**config.mk**
```make
export PLATFORM = sky130hd
export DESIGN_NAME = vga_timing_gen
export DESIGN_NICKNAME = d
export VERILOG_FILES = /design/src/rtl/vga_timing_pkg.sv /design/src/rtl/pixel_tick_div.sv /design/src/rtl/vga_timing_gen.sv
export SDC_FILE = /design/constraint.sdc
export NUM_CORES = 1
export LEC_CHECK = 0
export ABC_AREA = 1
export CAP_MARGIN = 20
export CORE_UTILIZATION = 45
export DETAILED_ROUTE_END_ITERATION = 16
export PLACE_DENSITY = 0.69
export SLEW_MARGIN = 25
export SYNTH_ARGS = -nofsm -noshare
export SYNTH_HDL_FRONTEND = slang
export SYNTH_SLANG_ARGS = --single-unit
export TNS_END_PERCENT = 100
```
**constraint.sdc**
```tcl
create_clock -name clk -period 1.8 [get_ports clk]
set_input_delay 0.18 -clock clk [delete_from_list [all_inputs] [get_ports clk]]
set_output_delay 0.18 -clock clk [all_outputs]
set_load 0.01 [all_outputs]
```
**src/rtl/vga_timing_pkg.sv**
```systemverilog
// Shared constants for the VGA raster timing blocks: 640x480@60 timing,
// counter widths and the sync polarity helper.
package vga_timing_pkg;

  // 640x480@60 timing on a 25 MHz pixel clock
  localparam int DEF_H_ACTIVE = 640;
  localparam int DEF_H_FP     = 16;
  localparam int DEF_H_SYNC   = 96;
  localparam int DEF_H_BP     = 48;
  localparam int DEF_V_ACTIVE = 480;
  localparam int DEF_V_FP     = 10;
  localparam int DEF_V_SYNC   = 2;
  localparam int DEF_V_BP     = 33;

  // Default sync polarity: pulses are active-low
  localparam int DEF_SYNC_NEG = 1;

  // Counter widths
  localparam int HCNT_W     = 11;
  localparam int VCNT_W     = 10;
  localparam int FCNT_W     = 16;
  localparam int TICK_DIV_W = 4;

  // Level driven on a sync pin for a given logical pulse state
  function automatic logic sync_level(input logic active, input logic neg);
    return active ^ neg;
  endfunction

endpackage

```
**src/rtl/pixel_tick_div.sv**
```systemverilog
// Pixel-rate divider: wraps 0..CLK_DIV-1 and flags the last count as the
// pixel tick. tick is the same-cycle enable for local counters, pix_tick is
// its registered copy for downstream consumers.
module pixel_tick_div
  import vga_timing_pkg::*;
#(
  parameter int CLK_DIV = 1
) (
  input  logic clk,
  input  logic reset,
  output logic tick,
  output logic pix_tick
);

  localparam logic [TICK_DIV_W-1:0] DIV_LAST = TICK_DIV_W'(CLK_DIV - 1);

  if (CLK_DIV < 1 || CLK_DIV > 16) begin : g_bad_div
    $error("pixel_tick_div: CLK_DIV must be in 1..16");
  end

  logic [TICK_DIV_W-1:0] div_cnt;

  assign tick = (div_cnt == DIV_LAST);

  // Wrap counter and registered pixel enable
  always_ff @(posedge clk or posedge reset) begin
    if (reset) begin
      div_cnt  <= '0;
      pix_tick <= 1'b0;
    end else begin
      pix_tick <= tick;
      div_cnt  <= tick ? '0 : div_cnt + TICK_DIV_W'(1);
    end
  end

endmodule

```
**src/rtl/vga_timing_gen.sv**
```systemverilog
// VGA raster timing generator. Drives the horizontal/vertical counters the
// RGB loader decodes into addresses, plus sync/active flags delayed by one
// pixel so they line up with the loader's registered RGB output.
module vga_timing_gen
  import vga_timing_pkg::*;
#(
  parameter int CLK_DIV  = 1,
  parameter int H_ACTIVE = DEF_H_ACTIVE,
  parameter int H_FP     = DEF_H_FP,
  parameter int H_SYNC   = DEF_H_SYNC,
  parameter int H_BP     = DEF_H_BP,
  parameter int V_ACTIVE = DEF_V_ACTIVE,
  parameter int V_FP     = DEF_V_FP,
  parameter int V_SYNC   = DEF_V_SYNC,
  parameter int V_BP     = DEF_V_BP,
  parameter int SYNC_NEG = DEF_SYNC_NEG
) (
  input  logic              clk,
  input  logic              reset,
  output logic [HCNT_W-1:0] count_rgb,
  output logic [VCNT_W-1:0] reset_count_rgb,
  output logic              pix_tick,
  output logic              hsync,
  output logic              vsync,
  output logic              video_active,
  output logic              line_start,
  output logic              frame_start,
  output logic [FCNT_W-1:0] frame_count
);

  localparam int H_TOTAL = H_ACTIVE + H_FP + H_SYNC + H_BP;
  localparam int V_TOTAL = V_ACTIVE + V_FP + V_SYNC + V_BP;

  if (H_TOTAL > 2048 || H_TOTAL < 1) begin : g_bad_htotal
    $error("vga_timing_gen: H_TOTAL must be in 1..2048");
  end
  if (V_TOTAL > 1024 || V_TOTAL < 1) begin : g_bad_vtotal
    $error("vga_timing_gen: V_TOTAL must be in 1..1024");
  end

  // Window bounds carry one spare bit so an end bound of 2048/1024 fits
  localparam logic [HCNT_W-1:0] H_LAST   = HCNT_W'(H_TOTAL - 1);
  localparam logic [VCNT_W-1:0] V_LAST   = VCNT_W'(V_TOTAL - 1);
  localparam logic [HCNT_W:0]   H_VIS    = (HCNT_W+1)'(H_ACTIVE);
  localparam logic [HCNT_W:0]   HS_START = (HCNT_W+1)'(H_ACTIVE + H_FP);
  localparam logic [HCNT_W:0]   HS_STOP  = (HCNT_W+1)'(H_ACTIVE + H_FP + H_SYNC);
  localparam logic [VCNT_W:0]   V_VIS    = (VCNT_W+1)'(V_ACTIVE);
  localparam logic [VCNT_W:0]   VS_START = (VCNT_W+1)'(V_ACTIVE + V_FP);
  localparam logic [VCNT_W:0]   VS_STOP  = (VCNT_W+1)'(V_ACTIVE + V_FP + V_SYNC);

  localparam logic NEG      = (SYNC_NEG != 0);
  localparam logic SYNC_IDLE = NEG;

  logic tick;

  pixel_tick_div #(
    .CLK_DIV (CLK_DIV)
  ) u_div (
    .clk      (clk),
    .reset    (reset),
    .tick     (tick),
    .pix_tick (pix_tick)
  );

  // Stage p0: decode of the current (pre-update) counter values
  logic h_wrap_p0, v_wrap_p0;
  logic hs_win_p0, vs_win_p0, vis_p0;

  assign h_wrap_p0 = (count_rgb == H_LAST);
  assign v_wrap_p0 = (reset_count_rgb == V_LAST);
  assign hs_win_p0 = ({1'b0, count_rgb} >= HS_START) && ({1'b0, count_rgb} < HS_STOP);
  assign vs_win_p0 = ({1'b0, reset_count_rgb} >= VS_START) &&
                     ({1'b0, reset_count_rgb} < VS_STOP);
  assign vis_p0    = ({1'b0, count_rgb} < H_VIS) && ({1'b0, reset_count_rgb} < V_VIS);

  // Raster counters, frame counter and first-zero strobes
  always_ff @(posedge clk or posedge reset) begin
    if (reset) begin
      count_rgb       <= '0;
      reset_count_rgb <= '0;
      frame_count     <= '0;
      line_start      <= 1'b0;
      frame_start     <= 1'b0;
    end else begin
      line_start  <= 1'b0;
      frame_start <= 1'b0;
      if (tick) begin
        if (h_wrap_p0) begin
          count_rgb  <= '0;
          line_start <= 1'b1;
          if (v_wrap_p0) begin
            reset_count_rgb <= '0;
            frame_count     <= frame_count + FCNT_W'(1);
            frame_start     <= 1'b1;
          end else begin
            reset_count_rgb <= reset_count_rgb + VCNT_W'(1);
          end
        end else begin
          count_rgb <= count_rgb + HCNT_W'(1);
        end
      end
    end
  end

  // Stage p1: sync and active flags registered one pixel behind the counters
  always_ff @(posedge clk or posedge reset) begin
    if (reset) begin
      hsync        <= SYNC_IDLE;
      vsync        <= SYNC_IDLE;
      video_active <= 1'b0;
    end else if (tick) begin
      hsync        <= sync_level(hs_win_p0, NEG);
      vsync        <= sync_level(vs_win_p0, NEG);
      video_active <= vis_p0;
    end
  end

endmodule

```
==> results of run 1 <==
## registers in the layout (all words and copies together), names as in the netlist, 4 cells and up
name / cells
u_div.div_cnt: 4
reset_count_rgb: 10
count_rgb: 11
frame_count: 16
## layer usage
layer / vias to the layer above / share of wire
li1: 1212 / -
met5: - / 0
met1: 1097 / 0.45
met2: 59 / 0.48
met3: 8 / 0.049
met4: 0 / 0.013
## critical path, stage by stage, from the launching register on
cell	delay, ns
dfrtp_1	0.40
inv_1	0.06
ha_1	0.20
nand2_2	0.19
clkinv_2	0.20
nand4_4	0.16
nor2_4	0.06
buf_12	0.14
nand2_1	0.06
nand2_1	0.06
## power groups by stage
stage	Clock [mW]	Sequential (mW)	Combinational, mW
CTS	0.791	1.06	0.0301
global route	0.826	1.06	0.0335
global placement	0	1.08	0.0304
detailed placement	0	1.08	0.0301
finish	0.771	1.05	0.0284
floorplan	0	1.08	0.0154
## Yosys cell counts
| library cell | number |
|---|---|
| a21oi_1 | 4 |
| a31oi_1 | 1 |
| buf_2 | 2 |
| buf_4 | 1 |
| buf_6 | 3 |
| clkinv_2 | 1 |
| dfrtp_1 | 45 |
| dfstp_2 | 2 |
| ha_1 | 8 |
| inv_1 | 32 |
| inv_2 | 3 |
| nand2_1 | 115 |
| nand2_2 | 5 |
| nand2_4 | 1 |
| nand3_1 | 25 |
| nand3_2 | 1 |
| nand3_4 | 1 |
| nand4_1 | 8 |
| nand4_4 | 1 |
| nor2_1 | 45 |
| nor2_2 | 1 |
| nor2_4 | 5 |
| nor3_1 | 3 |
| nor3b_1 | 1 |
| o21ai_0 | 20 |
| or2_2 | 1 |
| xnor2_1 | 12 |
| xor2_1 | 7 |
## worst max path at each step
stage / startpoint / end / slack, ns
floorplan: reset_count_rgb[0] / frame_count[4] / 0.28
CTS: u_div.div_cnt[0] / frame_count[9] / 0.08
global placement: u_div.div_cnt[0] / frame_count[12] / 0.15
detailed placement: u_div.div_cnt[0] / frame_count[6] / 0.11
finish: u_div.div_cnt[0] / frame_count[9] / 0.16
global route: reset_count_rgb[0] / frame_count[9] / 0.02
## per-stage QoR
step                std cells   util  total power [mW]
finish                    479  0.596              1.85
global route              479  0.596              1.92
CTS                       478  0.592              1.88
detailed placement        470  0.573              1.11
global placement          470  0.573              1.11
floorplan                 354      -              1.09
## placed cells by master (no fill, tap or decap), types with 5 or more instances in the layout
master and instances:
buf_4 5, clkbuf_8 5, nand3_1 25, dfrtp_1 45, xor2_1 7, nor2_1 45
nand2_2 5, xnor2_1 12, nand4_1 8, o21ai_0 20, nand2_1 115, inv_1 31
nor2_4 5, clkdlybuf4s50_1 44, ha_1 8
## logic make-up (layout without fill, tap and decap cells)
kind of cell	Yosys count	in the layout	synth area share
AO/OA/AOI/OAI	25	25	0.0465
AND/OR/NAND/NOR	213	213	0.353
adder cells (fa/ha/maj)	8	8	0.0368
flip-flops	47	47	0.434
buffers and inverters	42	95	0.0691
XOR/XNOR	19	19	0.0612
## layout make-up
type,instances,share of cell area
clock inverters,1,0.00888
flip-flops and latches,47,0.349
repair buffers,51,0.153
multi-input cells,265,0.400
well taps,72,0.0266
clock buffers,7,0.0226
inverters,36,0.0403
==> metrics.txt, run 1 <==
largest net degree at the start of global routing=48; cell area power density=548 nW/um^2; Arrival @ worst endpoint=1.84 ns; min cycle time layout=1.64 ns; TritonRoute pass-1 iters=4; wire length per cell=12.2 um; register-to-register setup slack=0.16 ns; multi-input logic area=1350 um^2; DRT Wirelength=5860 um; GR Util met2=0.357; Clock Tree Root=clkbuf_8; R2R cell count=9; reg-to-reg startpoint=u_div.div_cnt[0]; # hold bufs at CTS=0; FF-to-FF End=frame_count[9]; post-CTS sizing=0; final setup vio count=0; mapped cell area=2720 um^2; # diodes=0; CTS Buf Count=5; routability cong.=0.929; FF/Latch Area=1180 um^2; Pins Over Slew Limit=0; PortBufs=44; GR Util met1=0.251; first-pass GRT wire length=10,200 um; type of origin of the critical path=flop; combinational share of power=0.015; std cell rows=27; total track usage=0.206; Clock Latency Late Sink=0.30 ns; post-synth top area share=0.414; Core ar.=5680 um^2; area grow syn2layout=24.4%; vias per cell=4.96; clock share of power=0.416; Starting Density=0.479; clock buffer depth=2; Chip Height=79.7 um; post-route setup slack=0.161 ns; CP max FO=14; Syn Inst Count=354; die area=6350 um^2; placed cell areas=3250 um^2; clk slew on worst S/H paths=0.09 ns; initial antenna violation count=0; area leader, netlist=dfrtp_1; DRT iter0 DRCs=75; register area share after synthesis=0.434; Yosys warnings=0; # fillers=522; number of global-route vias before repair=2,350; CP endpoint kind=flop; post-synth cell types=28; pre-CTS setup slack=0.112 ns; post-CTS setup buffer count=0; max_slew headroom=0.789; Final Cycle Share=0.911; Slew @ Worst Pin=0.315 ns; fin nets=416; share of post-route cells with drive strength above 1=0.0885; CTS H-tree lvls=2; Int Power=1.48 mW; Sequential Power Share=0.569; IR drop worst, VDD=0.435 mV; Die W=79.7 um; CTS Sinks=47; switching share of total power=0.203; post-synthesis register bit count=47; Remaining DRCs=0; gr busiest metal=met2; Fin. Hold Viols=0; Lkg Pwr=1.51 nW; antenna violation net count after detailed routing=0; met3 Use GR=0.0366; unrepaired setup endpoints after global routing=no; Setup TNS=0 ns; post-route cell area=3380 um^2; via count=2,376; io pins=45; Hold WC Path Type=in -> async; Worst Skew=0.00634 ns; worst setup path category=reg -> reg; WHS=0.228 ns; worst path required time=2.00 ns; syn avg cell area=7.68 um^2; status=finished clean; max-cap viol count=0; Net Switching=0.376 mW; CTS tree=done; syn nets=364; Synth area leaders=dfrtp_1 (41%), nand2_1 (16%), nor2_1 (6.2%); Post-DP HPWL=4210 um; gr ovfl total=0; Max Freq=610 MHz
Note: power is estimated with default switching activity, not from simulation.
==> run 2: changes to the inputs <==
- GPL_TIMING_DRIVEN: not set -> 0
- PLACE_DENSITY: 0.69 -> 0.72
- SYNTH_HIERARCHICAL: not set -> 1
- clock period: 1.8 -> 1.5 ns (I/O delays scaled with it)
==> run 2 against run 1 <==
Net effect:
- the run now ends with setup timing left
- cell count is 3.8% higher
- setup slack worse by 0.27 ns
- utilization is 5.7 points higher
- critical endpoint is now count_rgb[3]
- largest cell class unchanged
==> metrics.txt, run 2 <==
std cell rows=27; Clock Tree Root=clkbuf_8; Yosys warnings=6; max_slew headroom=0.639; worst setup path category=reg -> reg; CP max FO=4; number of cells after detailed placement=470; Clock Latency Late Sink=0.31 ns; Biggest register=frame_count; register area share after synthesis=0.433; first-pass GRT wire length=10,700 um; fraction of registers with async set or reset after synthesis=1.00; Final Cycle Share=1.07; Pins Over Slew Limit=0; biggest regs=frame_count: 16 flops, count_rgb: 11 flops, reset_count_rgb: 10 flops; clock buffer depth=2; io pins=45; register-to-register setup slack=-0.11 ns; syn avg cell area=7.71 um^2; via count=2,507; type of origin of the critical path=flop; Post-DP HPWL=4380 um; failing checks=setup timing; top-count cell post-synth=nand2_1; CTS Sinks=47; # fillers=513; Lkg Pwr=1.74 nW; max FFs per register=16; # hold bufs at CTS=0; cell area power density=656 nW/um^2; post-synth cell types=33; vias per cell=5.04; PortBufs=44; Slew @ Worst Pin=0.541 ns; number of global-route vias before repair=2,336; gr ovfl total=0; # diodes=0; die area=6360 um^2; most frequent cells in the layout=nand2_1 (99), inv_1 (43), clkdlybuf4s50_1 (37); reg-to-reg startpoint=u_div/div_cnt[0]; post-route setup slack=-0.109 ns; final setup vio count=32; Core ar.=5680 um^2; Syn Inst Count=353; FF-to-FF End=count_rgb[3]; R2R cell count=11; commonest non-fill, non-tap cell in the layout=nand2_1; CTS tree=done; unrepaired setup endpoints after global routing=yes; area leader, netlist=dfrtp_1; TritonRoute pass-1 iters=5; Synth area leaders=dfrtp_1 (41%), nand2_1 (14%), inv_1 (6.3%); initial antenna violation count=0; IR drop worst, VDD=0.387 mV; Critical Path Start=u_div/div_cnt[0]; mapped cell area=2720 um^2; status=finished, violations left; post-synth top area share=0.414; Arrival @ worst endpoint=1.86 ns; post-route insts no fill=497; wire length per cell=13.1 um; Worst Skew=0.00442 ns; Max Freq=621 MHz; routability cong.=0.869; Starting Density=0.479; CTS H-tree lvls=2; DRT iter0 DRCs=147; clk slew on worst S/H paths=0.09 ns; clock share of power=0.464; CTS Buf Count=5; Net Switching=0.492 mW; Chip Height=79.8 um; combinational share of power=0.015; Remaining DRCs=0; pre-CTS setup slack=-0.312 ns; worst path required time=1.75 ns; WHS=0.0824 ns; Sequential Power Share=0.520; number of flops mapped to enable cells by yosys=0; list of most frequent post-synthesis cells=nand2_1 (105), inv_1 (46), dfrtp_1 (45), nor2_1 (43), nand3_1 (24); max-cap viol count=0; post-synthesis register bit count=47; Hold WC Path Type=in -> async; area grow syn2layout=36.2%; syn nets=363; share of post-route cells with drive strength above 1=0.231; final core area utilization=0.653; total track usage=0.216; Synth Flop Type=dfrtp_1; fin nets=434; switching share of total power=0.202; DRT Wirelength=6490 um; Int Power=1.94 mW; Fin. Hold Viols=0; antenna violation net count after detailed routing=0; min cycle time layout=1.61 ns; Die W=79.8 um; largest net degree at the start of global routing=24; CP endpoint kind=flop
==> run 2: cell count changes after synthesis, moves of 3 or more <==
cell | before | now
xnor2_1 | 12 | 2
nand2_2 | 5 | 1
o21ai_2 | 0 | 5
nor2_2 | 1 | 4
inv_1 | 32 | 46
nand2_1 | 115 | 105
nand3b_1 | 0 | 3
nor2_4 | 5 | 1
xor2_1 | 7 | 11
==> run 2: logic make-up (layout without fill, tap and decap cells) <==
family | count (synthesis) | in the layout | synth area share
AO/OA/AOI/OAI | 33 | 33 | 0.0703
XOR/XNOR | 13 | 13 | 0.0418
adder cells (fa/ha/maj) | 8 | 8 | 0.0368
buffers and inverters | 53 | 125 | 0.0874
flip-flops | 47 | 47 | 0.433
AND/OR/NAND/NOR | 199 | 199 | 0.331
==> run 2: through the flow <==
step / total power, mW / instance area [um^2] / setup TNS, ns
global route: 2.51 / 3710 / -5.20
global placement: 1.32 / 3270 / -31.42
finish: 2.43 / 3710 / -1.73
detailed placement: 1.33 / 3300 / -7.96
floorplan: 1.31 / 2740 / -0.721
CTS: 2.46 / 3580 / -1.77
==> run 2: area by class of cell <==
cell class              count  area [um^2]  share of cell area
repair buffers             64          629               0.170
inverters                  48          185              0.0500
flip-flops and latches     47         1200               0.325
clock inverters             3         67.6              0.0182
plain buffers               5         65.1              0.0176
clock buffers               5         68.8              0.0186
well taps                  72         90.1              0.0243
multi-input cells         253         1400               0.377
==> run 2: worst max-delay path: stages (launching register included) <==
cell and delay (ns):
dfrtp_1 0.39, inv_1 0.06, ha_2 0.16, nand2_2 0.07, nor2_4 0.20, inv_4 0.09, nor2_4 0.14, buf_4 0.12
nor2_1 0.05, nor2_1 0.13, nand2_1 0.08, inv_1 0.06
==> run 2: how the worst max path moves through the flow <==
stage                     slack (ns)                 end
after floorplan                -0.07        count_rgb[9]
after global placement         -0.61  reset_count_rgb[8]
after CTS                      -0.10     frame_count[14]
after detailed placement       -0.31        count_rgb[9]
final                          -0.11        count_rgb[3]
after global routing           -0.19        count_rgb[7]
==> run 2: routing by layer <==
metal / track usage / vias to the layer above / wire, um
met1: 0.264 / 1181 / 2760
met5: 0 / - / 0
met2: 0.376 / 61 / 3290
met3: 0.0400 / 14 / 301
li1: - / 1251 / -
met4: 0.0821 / 0 / 140
==> run 2: power groups by stage <==
stage | clock network (mW) | logic (mW) | registers, mW
after floorplan | 0 | 0.0188 | 1.29
after global placement | 0 | 0.0297 | 1.29
after detailed placement | 0 | 0.0399 | 1.29
after CTS | 1.16 | 0.0400 | 1.27
after global routing | 1.20 | 0.0436 | 1.27
final | 1.13 | 0.0368 | 1.27
==> run 2: timing repair <==
item	CTS	global route
gates resized for setup	24	34
endpoints found under the setup margin	52	54
pin swaps	7	6
setup buffers	11	8
==> run 3: changes to the inputs <==
- CTS_CLUSTER_DIAMETER: not set -> 50
==> results of run 3 <==
The final DEF is identical to that of run 2; final timing and power are the same.
